==> src/rtl/bcd_counter_n.sv <==
// Multi-digit synchronous BCD up/down counter with parallel load, a
// combinational terminal count for cascading, and one-cycle pulses for
// limit events (ovf) and rejected loads (load_err). All digits share one
// clock edge; carries and borrows are resolved combinationally.
module bcd_counter_n #(
    parameter int DIGITS = 4,
    parameter bit WRAP   = 1'b1
) (
    input  logic                  clk,
    input  logic                  reset,
    input  logic                  en,
    input  logic                  up_dn,
    input  logic                  load,
    input  logic [4*DIGITS-1:0]   load_val,
    output logic [4*DIGITS-1:0]   count,
    output logic                  tc,
    output logic                  ovf,
    output logic                  load_err
);

    localparam int W = 4 * DIGITS;
    localparam logic [W-1:0] CNT_MAX = {DIGITS{4'h9}};
    localparam logic [W-1:0] CNT_MIN = '0;

    logic [W-1:0] count_q, count_d;
    logic         ovf_q, ovf_d;
    logic         load_err_q, load_err_d;
    logic         load_ok;
    logic         at_limit;

    // True when every nibble of v is a legal decimal digit.
    function automatic logic all_bcd(input logic [W-1:0] v);
        logic ok;
        ok = 1'b1;
        for (int i = 0; i < DIGITS; i++) begin
            if (v[4*i +: 4] > 4'd9) ok = 1'b0;
        end
        return ok;
    endfunction

    // Decimal increment: a digit steps only while every lower digit is 9.
    function automatic logic [W-1:0] bcd_inc(input logic [W-1:0] v);
        logic [W-1:0] r;
        logic         carry;
        r     = v;
        carry = 1'b1;
        for (int i = 0; i < DIGITS; i++) begin
            if (carry) begin
                if (v[4*i +: 4] == 4'd9) begin
                    r[4*i +: 4] = 4'd0;
                end else begin
                    r[4*i +: 4] = v[4*i +: 4] + 4'd1;
                    carry       = 1'b0;
                end
            end
        end
        return r;
    endfunction

    // Decimal decrement: a digit steps only while every lower digit is 0.
    function automatic logic [W-1:0] bcd_dec(input logic [W-1:0] v);
        logic [W-1:0] r;
        logic         borrow;
        r      = v;
        borrow = 1'b1;
        for (int i = 0; i < DIGITS; i++) begin
            if (borrow) begin
                if (v[4*i +: 4] == 4'd0) begin
                    r[4*i +: 4] = 4'd9;
                end else begin
                    r[4*i +: 4] = v[4*i +: 4] - 4'd1;
                    borrow      = 1'b0;
                end
            end
        end
        return r;
    endfunction

    // Limit detection and terminal count; tc feeds the next cascaded stage.
    always_comb begin
        load_ok  = all_bcd(load_val);
        at_limit = up_dn ? (count_q == CNT_MAX) : (count_q == CNT_MIN);
        tc       = en & ~load & at_limit;
    end

    // Next-state selection: load beats count; a limit hit raises ovf.
    always_comb begin
        count_d    = count_q;
        ovf_d      = 1'b0;
        load_err_d = 1'b0;
        if (load) begin
            if (load_ok) begin
                count_d = load_val;
            end else begin
                load_err_d = 1'b1;
            end
        end else if (en) begin
            if (at_limit) begin
                ovf_d = 1'b1;
                if (WRAP) begin
                    count_d = up_dn ? CNT_MIN : CNT_MAX;
                end
            end else begin
                count_d = up_dn ? bcd_inc(count_q) : bcd_dec(count_q);
            end
        end
    end

    // State register with synchronous reset taking priority over everything.
    always_ff @(posedge clk) begin
        if (reset) begin
            count_q    <= '0;
            ovf_q      <= 1'b0;
            load_err_q <= 1'b0;
        end else begin
            count_q    <= count_d;
            ovf_q      <= ovf_d;
            load_err_q <= load_err_d;
        end
    end

    assign count    = count_q;
    assign ovf      = ovf_q;
    assign load_err = load_err_q;

endmodule
==> config.mk <==
export PLATFORM = sky130hd
export DESIGN_NAME = bcd_counter_n
export DESIGN_NICKNAME = d
export VERILOG_FILES = /design/src/rtl/bcd_counter_n.sv
export SDC_FILE = /design/constraint.sdc
export NUM_CORES = 1
export LEC_CHECK = 0
export BUFFER_PORTS_ARGS = -buffer_cell sky130_fd_sc_hd__buf_2
export CAP_MARGIN = 20
export CORE_MARGIN = 3
export CORE_UTILIZATION = 57
export DETAILED_ROUTE_END_ITERATION = 10
export PLACE_DENSITY = 0.85
export SKIP_CTS_REPAIR_TIMING = 1
export SYNTH_ARGS = -nofsm -noshare
export SYNTH_HDL_FRONTEND = slang
export SYNTH_SLANG_ARGS = --single-unit
==> constraint.sdc <==
create_clock -name clk -period 3.8 [get_ports clk]
set_clock_uncertainty 0.15 [all_clocks]
set_input_delay 0.19 -clock clk [delete_from_list [all_inputs] [get_ports clk]]
set_output_delay 0.19 -clock clk [all_outputs]
set_load 0.01 [all_outputs]
==> metrics.cfg <==
[outcome]
status = complete, but fails checks
violations = hold timing

[logic_synthesis]
yosys-top-cells-count = dfxtp_1 (18), a21oi_1 (17), nand2_1 (17), nor2_1 (17), o21ai_0 (16)
synth_most_common_cell = dfxtp_1
syn_area_mm2 = 0.001600
yosys.area.top_type = dfxtp_1
seq_area_frac_synth_pct = 22.52
ys_seq_elements = 18
yosys_warnings = 0
synth.top_cell.area_share_pct = 22.52
synth.distinct_cells = 56
synthTopCellsByArea = dfxtp_1 (23%), a21oi_1 (5.3%), o21ai_0 (5.0%), nand2_1 (4.0%), nor2_1 (4.0%)
synthCells = 218
avgSynthCellArea_um2 = 7.341
synthArstFlopShare_pct = 0
syn_nets = 239
synth_edf_count = 0
synthFlopType = dfxtp_1

[job]
maxCapViolCount = 0

[routing]
avgViaCountPerCell = 6.335
wire_per_inst_um = 14.79
first_iter_violations = 94
wl_mm = 3.934
antenna_left = 0
vias = 1685
drt_first_pass_iters = 4
drc_errors = 0

[grt]
grt_max_degree = 35
grt_pass1_vias = 1447
grt.busiest_layer = met2
grt_remaining_overflow = 0
antenna_found_initial = 0
grt_use_met3_pct = 4.793
grt_use_met2_pct = 36.59
grt_pass1_wl_mm = 6.499
met1_usage_pct = 33.11
track_usage_pct = 23.86

[place]
io_buffers = 39
place_ws_ns = 1.681
gp_congestion = 0.8746
dp_hpwl_mm = 2.741

[sta]
hold-worst-slack_ns = -0.008726
post-route-period-util_pct = 65.28
rsz0062_at_grt = false
drv_slew = 0
layout_min_cycle_time_ns = 2.481
fmaxAchievable_ghz = 0.4031
finalHoldViolCount = 1
fin_ws_ns = 1.319
setup_viol = 0
relSlewSlack_pct = 63.45
tightest_slew_ns = 0.5482
fin_setup_tns_ns = 0

[worst_setup_path]
end_kind = output port
cp.arrival_ns = 2.14
critPathLaunchType = flip-flop
r2r_start = count[6]
startpoint = count[6]
path_max_fanout = 12
required_ns = 3.46
worstSetupPathType = flip-flop to output port

[floorplanning]
num_rows = 18
core_mm2 = 0.002567
dieHeight_um = 58.99
dieWidth_um = 58.99
boundaryPins = 40
initial_core_util_pct = 62.33
dieArea_mm2 = 0.003479

[clock_tree]
cts_buffers = 3
clk_pin_slew_ns = 0.11
cts_sinks = 18
cts_tree = built
htreeDepth = 1
cts_root_buf = clkbuf_4
clk_latency_ns = 0.30
cts.path.max_buffers = 2

[layout]
antennaDiodeCount = 0
area_growth_pct = 8.288
drive_gt1_share_pct = 22.88
nets = 259
utilization_pct = 67.50

[power]
powerDensity_mw_per_mm2 = 288.5
ir_worst_vdd_mv = 0.2317
power.leakage_nw = 0.6614

[worst_hold_path]
hp-class = input pin to flip-flop
hold_start = load_val[8]

==> worst paths after layout <==
kind,end,cells after the start,slack (ns)
min,count[8],3,-0.009
max,tc,5,1.32
max reg2reg,count[13],5,1.65
min reg2reg,count[15],2,0.44
==> state kept, by name, summed over array words and instances, names as in the netlist <==
signal    flops
count        16
load_err      1
ovf           1
==> cell usage in the layout (no fill, tap or decap), drive strengths merged, types with 6 or more instances in the layout <==
cell type,instances
inv,9
nor2,17
o21ai,16
nand2,17
buf,39
nor3,11
xnor2,6
nand3,8
dfxtp,18
a21oi,19
==> per-stage QoR <==
stage | instance area, um2 | cells | hold WS [ns] | power, mW
2_1_floorplan | 1600 | 218 | 0.2076 | 0.3612
4_1_cts | 1733 | 266 | -0.009199 | 0.5001
5_1_grt | 1733 | 266 | 0.03128 | 0.5337
3_5_place_dp | 1710 | 263 | 0.3222 | 0.4014
6_report | 1733 | 266 | -0.008726 | 0.5000
3_3_place_gp | 1710 | 263 | 0.3214 | 0.3991
==> critical path, cell delays in order (launching register included) <==
cell and delay, ns:
dfxtp_1 0.44, or4_1 0.55, nor4_1 0.38, a32oi_1 0.21, nor2_1 0.12, buf_2 0.14
==> cell families (layout without fill, tap and decap cells) <==
logic type / after synthesis / in the layout / synth area share (%)
AO/OA/AOI/OAI: 70 / 70 / 32.45
XOR/XNOR: 8 / 8 / 4.379
buffers and inverters: 33 / 51 / 9.773
flip-flops: 18 / 18 / 22.52
multiplexers: 5 / 5 / 3.206
AND/OR/NAND/NOR: 84 / 84 / 27.68
==> layer usage <==
metal  part of all wire [%]  up-vias
met1                     46      780
met5                      0        -
met2                     47       59
li1                       -      842
met3                    6.3        4
met4                   0.92        0
==> final cells by class <==
cell class              count  area [um2]
multi-input cells         167        1084
fillers                   261       834.6
flip-flops and latches     18       360.3
repair buffers             39       195.2
well taps                  30       37.54
inverters                   9       33.78
clock buffers               3       22.52
==> where the power goes <==
group	switching, mW	leakage (nW)	internal [mW]	total, mW
Clock	0.0640	0.0138	0.0370	0.101
Sequential	0.0347	0.147	0.201	0.236
Combinational	0.0879	0.500	0.0748	0.163
Total	0.187	0.661	0.313	0.500
Note: power is estimated with default switching activity, not from simulation.
